===== src/rtl/conv_seq_ctrl.sv =====
// Runtime-configurable convolution sequencer: filters -> input channels -> padded rows -> padded columns.
// Job geometry is latched at start; stall freezes sequencing and abort cancels the job.
module conv_seq_ctrl #(
  parameter int MAX_IFM = 64,
  parameter int MAX_K   = 7,
  parameter int MAX_PAD = 3,
  parameter int MAX_CI  = 512,
  parameter int MAX_CO  = 512,
  parameter int CW      = $clog2(MAX_IFM + 2*MAX_PAD + 1)
) (
  input  logic                             clk1,
  input  logic                             rst_n,
  input  logic                             start,
  input  logic                             abort,
  input  logic                             stall,
  input  logic [CW-1:0]                    cfg_ifm,
  input  logic [$clog2(MAX_K+1)-1:0]       cfg_k,
  input  logic [$clog2(MAX_PAD+1)-1:0]     cfg_pad,
  input  logic [2:0]                       cfg_stride,
  input  logic [$clog2(MAX_CI+1)-1:0]      cfg_ci,
  input  logic [$clog2(MAX_CO+1)-1:0]      cfg_co,
  output logic                             busy,
  output logic                             done,
  output logic                             cfg_err,
  output logic                             wgt_read,
  output logic [$clog2(MAX_K*MAX_K)-1:0]   wgt_idx,
  output logic                             ifm_read,
  output logic                             pad_zero,
  output logic [CW-1:0]                    addr_x,
  output logic [CW-1:0]                    addr_y,
  output logic [$clog2(MAX_CI)-1:0]        addr_ci,
  output logic [$clog2(MAX_CO)-1:0]        addr_co,
  output logic                             first_ch,
  output logic                             win_valid,
  output logic                             out_valid,
  output logic [CW-1:0]                    out_x,
  output logic [CW-1:0]                    out_y
);

  localparam int KW  = $clog2(MAX_K + 1);
  localparam int PW  = $clog2(MAX_PAD + 1);
  localparam int CIW = $clog2(MAX_CI + 1);
  localparam int COW = $clog2(MAX_CO + 1);
  localparam int WIW = $clog2(MAX_K * MAX_K);
  localparam int ACW = $clog2(MAX_CI);
  localparam int AOW = $clog2(MAX_CO);
  localparam int XW  = CW + 1;

  typedef enum logic [1:0] {IDLE, LOAD, STREAM, FIN} state_t;

  state_t         state_q;
  logic [CW-1:0]  n_q;
  logic [KW-1:0]  k_q;
  logic [PW-1:0]  p_q;
  logic [2:0]     s_q;
  logic [CIW-1:0] ci_n_q, ci_q;
  logic [COW-1:0] co_n_q, co_q;
  logic [XW-1:0]  pd_q, o_q, kk_last_q;
  logic [WIW-1:0] wi_q;
  logic [XW-1:0]  row_q, col_q, rq_q, cq_q;
  logic [2:0]     rph_q, cph_q;
  logic           err_q;

  logic [XW-1:0]  pd_in, kk_in, diff_in, o_in;
  logic           cfg_bad;

  // Candidate geometry for the job being requested; O needs only a constant-divisor divide.
  always_comb begin
    pd_in   = XW'(cfg_ifm) + (XW'(cfg_pad) << 1);
    kk_in   = XW'(cfg_k) * XW'(cfg_k);
    diff_in = pd_in - XW'(cfg_k);
    case (cfg_stride)
      3'd1:    o_in = diff_in;
      3'd2:    o_in = diff_in >> 1;
      3'd3:    o_in = diff_in / XW'(3);
      default: o_in = diff_in >> 2;
    endcase
    o_in    = o_in + XW'(1);
    cfg_bad = (cfg_k == '0) || (cfg_stride == 3'd0) || (cfg_stride > 3'd4) ||
              (cfg_ifm == '0) || (cfg_ci == '0) || (cfg_co == '0) || (XW'(cfg_k) > pd_in);
  end

  logic [XW-1:0] km1, rq_d, cq_d;
  logic [2:0]    s_m1, rph_d, cph_d;
  logic          col_last, row_last, ch_last, co_last, kk_done;

  // Stride phase/quotient counters only start moving once a full kernel span has been covered.
  always_comb begin
    km1      = XW'(k_q) - XW'(1);
    s_m1     = s_q - 3'd1;
    col_last = (col_q == pd_q - XW'(1));
    row_last = (row_q == pd_q - XW'(1));
    ch_last  = (ci_q == ci_n_q - CIW'(1));
    co_last  = (co_q == co_n_q - COW'(1));
    kk_done  = (XW'(wi_q) == kk_last_q);
    cph_d    = cph_q;
    cq_d     = cq_q;
    rph_d    = rph_q;
    rq_d     = rq_q;
    if (col_q >= km1) begin
      if (cph_q == s_m1) begin
        cph_d = 3'd0;
        cq_d  = cq_q + XW'(1);
      end else begin
        cph_d = cph_q + 3'd1;
      end
    end
    if (row_q >= km1) begin
      if (rph_q == s_m1) begin
        rph_d = 3'd0;
        rq_d  = rq_q + XW'(1);
      end else begin
        rph_d = rph_q + 3'd1;
      end
    end
  end

  always_ff @(posedge clk1 or negedge rst_n) begin
    if (!rst_n) begin
      state_q   <= IDLE;
      n_q       <= '0;
      k_q       <= '0;
      p_q       <= '0;
      s_q       <= '0;
      ci_n_q    <= '0;
      co_n_q    <= '0;
      pd_q      <= '0;
      o_q       <= '0;
      kk_last_q <= '0;
      wi_q      <= '0;
      row_q     <= '0;
      col_q     <= '0;
      rq_q      <= '0;
      cq_q      <= '0;
      rph_q     <= '0;
      cph_q     <= '0;
      ci_q      <= '0;
      co_q      <= '0;
      err_q     <= 1'b0;
    end else begin
      err_q <= 1'b0;
      case (state_q)
        IDLE: begin
          if (start) begin
            if (cfg_bad) begin
              err_q <= 1'b1;
            end else begin
              n_q       <= cfg_ifm;
              k_q       <= cfg_k;
              p_q       <= cfg_pad;
              s_q       <= cfg_stride;
              ci_n_q    <= cfg_ci;
              co_n_q    <= cfg_co;
              pd_q      <= pd_in;
              o_q       <= o_in;
              kk_last_q <= kk_in - XW'(1);
              state_q   <= LOAD;
            end
          end
        end
        LOAD, STREAM: begin
          if (abort) begin
            wi_q    <= '0;
            row_q   <= '0;
            col_q   <= '0;
            rq_q    <= '0;
            cq_q    <= '0;
            rph_q   <= '0;
            cph_q   <= '0;
            ci_q    <= '0;
            co_q    <= '0;
            state_q <= IDLE;
          end else if (!stall) begin
            if (state_q == LOAD) begin
              if (kk_done) begin
                wi_q    <= '0;
                state_q <= STREAM;
              end else begin
                wi_q <= wi_q + WIW'(1);
              end
            end else if (!col_last) begin
              col_q <= col_q + XW'(1);
              cph_q <= cph_d;
              cq_q  <= cq_d;
            end else begin
              col_q <= '0;
              cph_q <= '0;
              cq_q  <= '0;
              if (!row_last) begin
                row_q <= row_q + XW'(1);
                rph_q <= rph_d;
                rq_q  <= rq_d;
              end else begin
                row_q <= '0;
                rph_q <= '0;
                rq_q  <= '0;
                if (!ch_last) begin
                  ci_q    <= ci_q + CIW'(1);
                  state_q <= LOAD;
                end else if (!co_last) begin
                  ci_q    <= '0;
                  co_q    <= co_q + COW'(1);
                  state_q <= LOAD;
                end else begin
                  ci_q    <= '0;
                  co_q    <= '0;
                  state_q <= FIN;
                end
              end
            end
          end
        end
        default: state_q <= IDLE;
      endcase
    end
  end

  logic          streaming, live, pad_pos, win_pos;
  logic [XW-1:0] p_lo, p_hi;

  // Position decode is Moore from the counters; stall only masks the strobes.
  always_comb begin
    streaming = (state_q == STREAM);
    live      = streaming && !stall;
    p_lo      = XW'(p_q);
    p_hi      = XW'(p_q) + XW'(n_q);
    pad_pos   = (row_q < p_lo) || (row_q >= p_hi) || (col_q < p_lo) || (col_q >= p_hi);
    win_pos   = (row_q >= km1) && (col_q >= km1) && (rph_q == 3'd0) && (cph_q == 3'd0) &&
                (rq_q < o_q) && (cq_q < o_q);
  end

  assign busy      = (state_q == LOAD) || (state_q == STREAM);
  assign done      = (state_q == FIN);
  assign cfg_err   = err_q;
  assign wgt_read  = (state_q == LOAD) && !stall;
  assign wgt_idx   = wi_q;
  assign ifm_read  = live && !pad_pos;
  assign pad_zero  = live && pad_pos;
  assign addr_x    = streaming ? CW'(col_q - p_lo) : '0;
  assign addr_y    = streaming ? CW'(row_q - p_lo) : '0;
  assign addr_ci   = ACW'(ci_q);
  assign addr_co   = AOW'(co_q);
  assign first_ch  = busy && (ci_q == '0);
  assign win_valid = live && win_pos;
  assign out_valid = win_valid && ch_last;
  assign out_x     = streaming ? CW'(cq_q) : '0;
  assign out_y     = streaming ? CW'(rq_q) : '0;

endmodule


===== config.mk =====
export PLATFORM = sky130hd
export DESIGN_NAME = conv_seq_ctrl
export DESIGN_NICKNAME = d
export VERILOG_FILES = /design/src/rtl/conv_seq_ctrl.sv
export SDC_FILE = /design/constraint.sdc
export NUM_CORES = 1
export LEC_CHECK = 0
export CORE_MARGIN = 5
export CORE_UTILIZATION = 39
export CTS_BUF_LIST = sky130_fd_sc_hd__clkbuf_8
export CTS_CLUSTER_SIZE = 24
export DETAILED_ROUTE_END_ITERATION = 12
export SLEW_MARGIN = 20
export SYNTH_ARGS = -nofsm -noshare
export SYNTH_HDL_FRONTEND = slang
export SYNTH_SLANG_ARGS = --single-unit

===== constraint.sdc =====
create_clock -name clk1 -period 8.3 [get_ports clk1]
set_input_delay 1.245 -clock clk1 [delete_from_list [all_inputs] [get_ports clk1]]
set_output_delay 1.245 -clock clk1 [all_outputs]
set_load 0.005 [all_outputs]

==> impl_metrics.json, run 1 <==
{
  "status": "complete, no violations",
  "grt_pass1_vias": 8200,
  "tritoncts": "built",
  "ys_warn_count": 0,
  "relSlewSlack_pct": 33.6,
  "critPathCaptureType": "flip-flop",
  "route.detailed.drc": 0,
  "synth_top_family_by_area": "simple AND/OR/NAND/NOR gates",
  "numCtsBuffers": 17,
  "yosysMostFrequentCell": "nand2_1",
  "cts.repair.resized": 0,
  "hold_path.startpoint": "o_q[4]",
  "dpl.hpwl_microns": 19100,
  "clk_pin_slew_ns": 0.08,
  "drive_above_1_share_pct": 5.31,
  "synth_compound_area_share_pct": 15.5,
  "synth_area_leaders": "dfrtp_1, ha_1, nand2_1",
  "comb_power_share_pct": 52.8,
  "die_w_microns": 168,
  "via_per_inst": 5.33,
  "tns_ns": 0,
  "cts_buffer_depth": 2,
  "fillers": 2413,
  "final-setup-viol-count": 0,
  "arrival_ns": 6.85,
  "fmax_mhz": 154,
  "fin_crit_ns": 6.48,
  "reg2regPathDepth": 12,
  "ys_ff_latch": 123,
  "synthArstFlopShare_pct": 100,
  "synthMuxAreaShare_pct": 0.977,
  "worstSetupStartpointType": "input port",
  "synthFlopType": "dfrtp_1",
  "synth-seq-area-share_pct": 31.6,
  "antenna_left": 0,
  "clock-sinks": 123,
  "holdPathStages": 2,
  "fin_nets": 1358,
  "p_per_area_nw_per_um2": 289,
  "worst_hold_path_type": "reg2reg",
  "grt_max_degree": 73,
  "synth_xor_area_share_pct": 10.9,
  "gp_congestion": 0.860,
  "final_max_slew_viol_count": 0,
  "whs_ns": 0.487,
  "p_sw_uw": 1420,
  "num_rows": 57,
  "rrSetupSlack_ns": 4.41,
  "yosysTopAreaCell": "dfrtp_1",
  "drv_cap": 0,
  "dieArea_sq_um": 28200,
  "intPower_uw": 1830,
  "netlist.area_leader.share_pct": 31.6,
  "synth_nets": 1292,
  "finalHoldViolCount": 0,
  "syn_avg_cell_area_sq_um": 8.36,
  "worst_pin_slew_ns": 0.993,
  "clk_latency_ns": 0.45,
  "power_frac_seq_pct": 31.3,
  "path_class": "in2reg",
  "synth_area_sq_um": 9740,
  "grt_pass1_wl_microns": 42900,
  "die_h_microns": 168,
  "via_count": 8351,
  "rsz0062_at_grt": "no",
  "antenna_cells_inserted": 0,
  "drt_iter0_markers": 589,
  "synth.distinct_cells": 78,
  "cts-root-buf": "clkbuf_8",
  "r2r-end": "cq_q[7]",
  "finalCritPeriodShare_pct": 78.0,
  "grt_use_total_pct": 18.4,
  "finalWirelength_microns": 25500,
  "routedWlPerCell_microns": 16.3,
  "grt-ovfl-total": 0,
  "power.leakage_uw": 0.00507,
  "r2r-start": "pd_q[2]",
  "clock_skew_ns": 0.0192,
  "port-buffer-count": 100,
  "vdd.ir_drop.worst_mv": 0.0958,
  "htree_levels": 4,
  "initial_core_util_pct": 39.8,
  "synth_edf_count": 0,
  "p_clk_share_pct": 15.9,
  "synth-simple-area-share_pct": 23.7,
  "crit_required_ns": 8.67,
  "area_growth_pct": 15.8,
  "synth_commonest_cells": "nand2_1, dfrtp_1, ha_1, o21ai_0, nor2_1",
  "netlist_instances": 1164,
  "hold_end": "o_q[4]",
  "post_cts.repair.setup_buffers": 0,
  "hold_buffers": 0,
  "critPathMaxFanout": 12,
  "first_pass_iters": 5,
  "num_io_pins": 101,
  "antenna_found_initial": 1,
  "core_area_sq_um": 24500,
  "synth-adder-area-share_pct": 11.9,
  "p_sw_share_pct": 43.7
}
cell type report:
type	instances	area [sq um]	share of cell area [%]
clock inverter	12	118	1.04
clock buffer	19	262	2.32
sequential	123	3080	27.3
tap	324	405	3.60
multi-input combinational	924	6140	54.5
timing repair buffer	108	1060	9.39
inverter	56	210	1.86
sequential cells by signal, indices dropped and copies added (netlist names):
signal,flops
cph_q,3
state_q,2
rq_q,8
cfg_err,1
k_q,3
n_q,7
ci_n_q,10
s_q,3
p_q,2
cq_q,8
wgt_idx,6
ci_q,10
co_n_q,10
rph_q,3
row_q,8
kk_last_q,6
co_q,10
col_q,8
o_q,8
pd_q,7
kinds of logic after synthesis:
| kind of cell | Yosys count |
|---|---|
| AO/OA/AOI/OAI | 231 |
| XOR/XNOR | 118 |
| adder cells (fa/ha/maj) | 90 |
| buffers and inverters | 117 |
| flip-flops | 123 |
| multiplexers | 9 |
| AND/OR/NAND/NOR | 476 |
power by group through the flow:
stage / combinational [uW] / sequential [uW] / clock, uW
2_1_floorplan: 1320 / 939 / 0
3_3_place_gp: 1700 / 1020 / 0
3_5_place_dp: 1730 / 1030 / 0
4_1_cts: 1740 / 1020 / 530
5_1_grt: 1970 / 1050 / 558
6_report: 1720 / 1020 / 516
stage by stage:
stage | worst slack, ns | util (%) | cells | total power (uW) | area [sq um]
3_3_place_gp | 1.60 | 44.5 | 1535 | 2720 | 10900
6_report | 1.82 | 46.1 | 1566 | 3250 | 11300
2_1_floorplan | 2.66 | - | 1164 | 2260 | 9740
3_5_place_dp | 1.44 | 44.5 | 1535 | 2760 | 10900
4_1_cts | 1.90 | 46.1 | 1566 | 3290 | 11300
5_1_grt | 1.50 | 46.1 | 1566 | 3580 | 11300
critical path, stage by stage:
cell             delay, ns
clkdlybuf4s50_1       0.51
ha_1                  0.23
fa_1                  0.48
ha_1                  0.37
a21oi_1               0.24
and3_1                0.27
a31oi_1               0.15
nor2_1                0.60
nor2_1                0.16
o21ai_0               0.26
o211ai_1              0.13
nand3b_1              0.15
inv_1                 0.05
ha_1                  0.30
o311ai_0              0.65
nand2_1               0.21
ha_1                  0.30
or3_1                 0.38
a31oi_1               0.16
metal layers:
layer,track usage [%],up-vias,part of all wire (%)
met5,0,-,0.078
met4,5.01,2,1.8
met3,3.09,28,3.7
met2,29.9,165,47
met1,25.3,3997,48
li1,-,4159,-
worst max path at each step:
stage          cells after the start     end  slack (ns)        from
2_1_floorplan                     21  o_q[2]        2.66  cfg_ifm[1]
3_3_place_gp                      19  o_q[2]        1.60  cfg_ifm[1]
3_5_place_dp                      19  o_q[2]        1.44  cfg_ifm[1]
4_1_cts                           19  o_q[2]        1.90  cfg_ifm[1]
5_1_grt                           21  o_q[2]        1.50  cfg_ifm[1]
6_report                          19  o_q[2]        1.82  cfg_ifm[1]
layout by cell type (no fill, tap or decap), types with 19 or more instances in the layout:
master	instances
a21o_1	19
a21oi_1	39
and2_1	30
and3_1	21
clkbuf_8	19
clkdlybuf4s50_1	99
dfrtp_1	123
ha_1	83
inv_1	56
nand2_1	177
nand2b_1	25
nand3_1	42
nor2_1	78
nor3_1	28
o21ai_0	79
xnor2_1	62
xor2_1	53
(Power assumes the default switching activity.)
==> run 2, diff against run 1 <==
==> constraint.sdc (replaced) <==
create_clock -name clk1 -period 6 [get_ports clk1]
set_input_delay 0.9 -clock clk1 [delete_from_list [all_inputs] [get_ports clk1]]
set_output_delay 0.9 -clock clk1 [all_outputs]
set_load 0.005 [all_outputs]
==> run 2 against run 1 <==
Effect of this change: critical path depth is 2 higher; utilization is 0.35 points higher; flip-flop and latch count stayed put; count of clock-buffer cells in the layout is 1 higher; design area is 0.75% higher; worst hold slack worse by 0.10 ns; via count is 0.38% lower; critical path type unchanged; critical endpoint unchanged; largest cell class unchanged.
==> impl_metrics.json, run 2 (synthesis results as in run 1) <==
{
  "status": "complete, no violations",
  "fin_nets": 1371,
  "grt-ovfl-total": 0,
  "p_clk_share_pct": 15.2,
  "initial_core_util_pct": 39.8,
  "final-setup-viol-count": 0,
  "critPathTopFamily": "adder cells",
  "path_class": "in2reg",
  "total_power_uw": 4500,
  "critPathMaxFanout": 6,
  "via_per_inst": 5.27,
  "gp_congestion": 0.892,
  "cpPeakStageDelay_ns": 0.50,
  "p_sw_share_pct": 43.8,
  "tns_ns": 0,
  "clock-sinks": 123,
  "clock_skew_ns": 0.0221,
  "htree_levels": 4,
  "post_cts.repair.setup_buffers": 0,
  "cp_num_buf_inv": 2,
  "pre_cts_ws_ns": 0.0741,
  "antenna_left": 0,
  "drive_above_1_share_pct": 6.37,
  "reg2regPathDepth": 14,
  "power_frac_seq_pct": 31.3,
  "first_pass_iters": 5,
  "worst_pin_slew_ns": 0.974,
  "clk_latency_ns": 0.45,
  "antenna_cells_inserted": 0,
  "fmax_mhz": 183,
  "layout_common_cells": "nand2_1, dfrtp_1, clkdlybuf4s50_1",
  "whs_ns": 0.385,
  "port-buffer-count": 100,
  "grt_pass1_wl_microns": 43000,
  "area_growth_pct": 16.7,
  "drt_iter0_markers": 522,
  "antenna_found_initial": 0,
  "p_sw_uw": 1970,
  "num_rows": 57,
  "drv_cap": 0,
  "finalWirelength_microns": 25600,
  "r2r-end": "cq_q[7]",
  "grt_max_degree": 61,
  "power.leakage_uw": 0.00513,
  "instances_no_fill": 1579,
  "rsz0062_at_grt": "no",
  "r2r-start": "n_q[0]",
  "hold_buffers": 0,
  "cts_buffer_depth": 2,
  "grt_pass1_vias": 8166,
  "critPathCaptureType": "flip-flop",
  "fin_crit_ns": 5.47,
  "core_area_sq_um": 24500,
  "vdd.ir_drop.worst_mv": 0.147,
  "die_h_microns": 168,
  "dp_cells": 1548,
  "routedWlPerCell_microns": 16.2,
  "startpoint": "cfg_ifm[1]",
  "arrival_ns": 5.83,
  "dpl.hpwl_microns": 19500,
  "p_per_area_nw_per_um2": 396,
  "cts.repair.resized": 0,
  "intPower_uw": 2530,
  "critPathCapture": "o_q[2]",
  "slowest_stage": "clkdlybuf4s50_1",
  "cts-root-buf": "clkbuf_8",
  "finalHoldViolCount": 0,
  "worstSetupStartpointType": "input port",
  "route.detailed.drc": 0,
  "path_cells": "clkdlybuf4s50_1 -> ha_1 -> fa_1 -> ha_1 -> a21oi_1 -> and3_1 -> a31oi_1 -> nor2_2 -> nor2_1 -> o21ai_0 -> o2111ai_1 -> nand3b_1 -> inv_1 -> ha_1 -> o311ai_0 -> nor3_1 -> a21oi_1 -> nand2_1 -> ha_1 -> or3_1 -> a31oi_1",
  "num_io_pins": 101,
  "finalCritPeriodShare_pct": 91.2,
  "comb_power_share_pct": 53.5,
  "finalWorstSetupSlack_ns": 0.526,
  "crit_required_ns": 6.36,
  "numCtsBuffers": 17,
  "rrSetupSlack_ns": 2.16,
  "via_count": 8319,
  "clk_pin_slew_ns": 0.08,
  "crit_cells": 21,
  "final_common_cell": "nand2_1",
  "crit_top_cell": "ha_1",
  "tritoncts": "built",
  "dieArea_sq_um": 28200,
  "worst_hold_path_type": "in2async",
  "relSlewSlack_pct": 34.8,
  "final_max_slew_viol_count": 0,
  "die_w_microns": 168,
  "grt_use_total_pct": 18.5
}
==> run 2: how the worst min path moves through the flow <==
| stage | endpoint | slack (ns) | depth (start not counted) |
|---|---|---|---|
| after global routing | rq_q[6] | 0.39 | 1 |
| after floorplan | kk_last_q[6] | 0.44 | 2 |
| after detailed placement | o_q[6] | 0.48 | 2 |
| final | cq_q[2] | 0.38 | 1 |
| after CTS | row_q[6] | 0.37 | 1 |
| after global placement | o_q[6] | 0.47 | 2 |
==> run 2: cell type report <==
| class | instances | area [sq um] |
|---|---|---|
| fill | 2396 | 13100 |
| multi-input combinational | 924 | 6140 |
| sequential | 123 | 3080 |
| timing repair buffer | 121 | 1160 |
| tap | 324 | 405 |
| clock buffer | 20 | 275 |
| inverter | 56 | 210 |
| clock inverter | 11 | 88.8 |
==> run 2: metrics by stage <==
| step | util [%] | cell area (sq um) |
|---|---|---|
| floorplan | - | 9740 |
| global route | 46.4 | 11400 |
| global placement | 44.9 | 11000 |
| finish | 46.4 | 11400 |
| detailed placement | 44.9 | 11000 |
| CTS | 46.4 | 11400 |
==> run 2: power by group through the flow <==
| stage | Combinational (uW) | Sequential [uW] | Clock (uW) |
|---|---|---|---|
| detailed placement | 2410 | 1420 | 0 |
| CTS | 2430 | 1410 | 703 |
| global route | 2750 | 1460 | 740 |
| floorplan | 1820 | 1300 | 0 |
| finish | 2400 | 1410 | 684 |
| global placement | 2360 | 1420 | 0 |
==> run 2: per-layer routing <==
layer / wire [microns] / track usage [%]
met5: 0 / 0
met4: 450 / 5.33
met3: 1030 / 2.91
met2: 11700 / 29.3
met1: 12400 / 26.2
==> run 2: worst register-to-register path, stage by stage (launching register included) <==
cell	delay, ns
dfrtp_1	0.52
inv_1	0.10
ha_1	0.24
xnor2_1	0.28
xor2_1	0.17
nand3_1	0.09
nor3_1	0.28
a41oi_1	0.15
buf_4	0.23
o31ai_1	0.12
inv_1	0.14
a2111oi_1	0.71
nand3_1	0.24
or3_1	0.35
a21oi_1	0.15
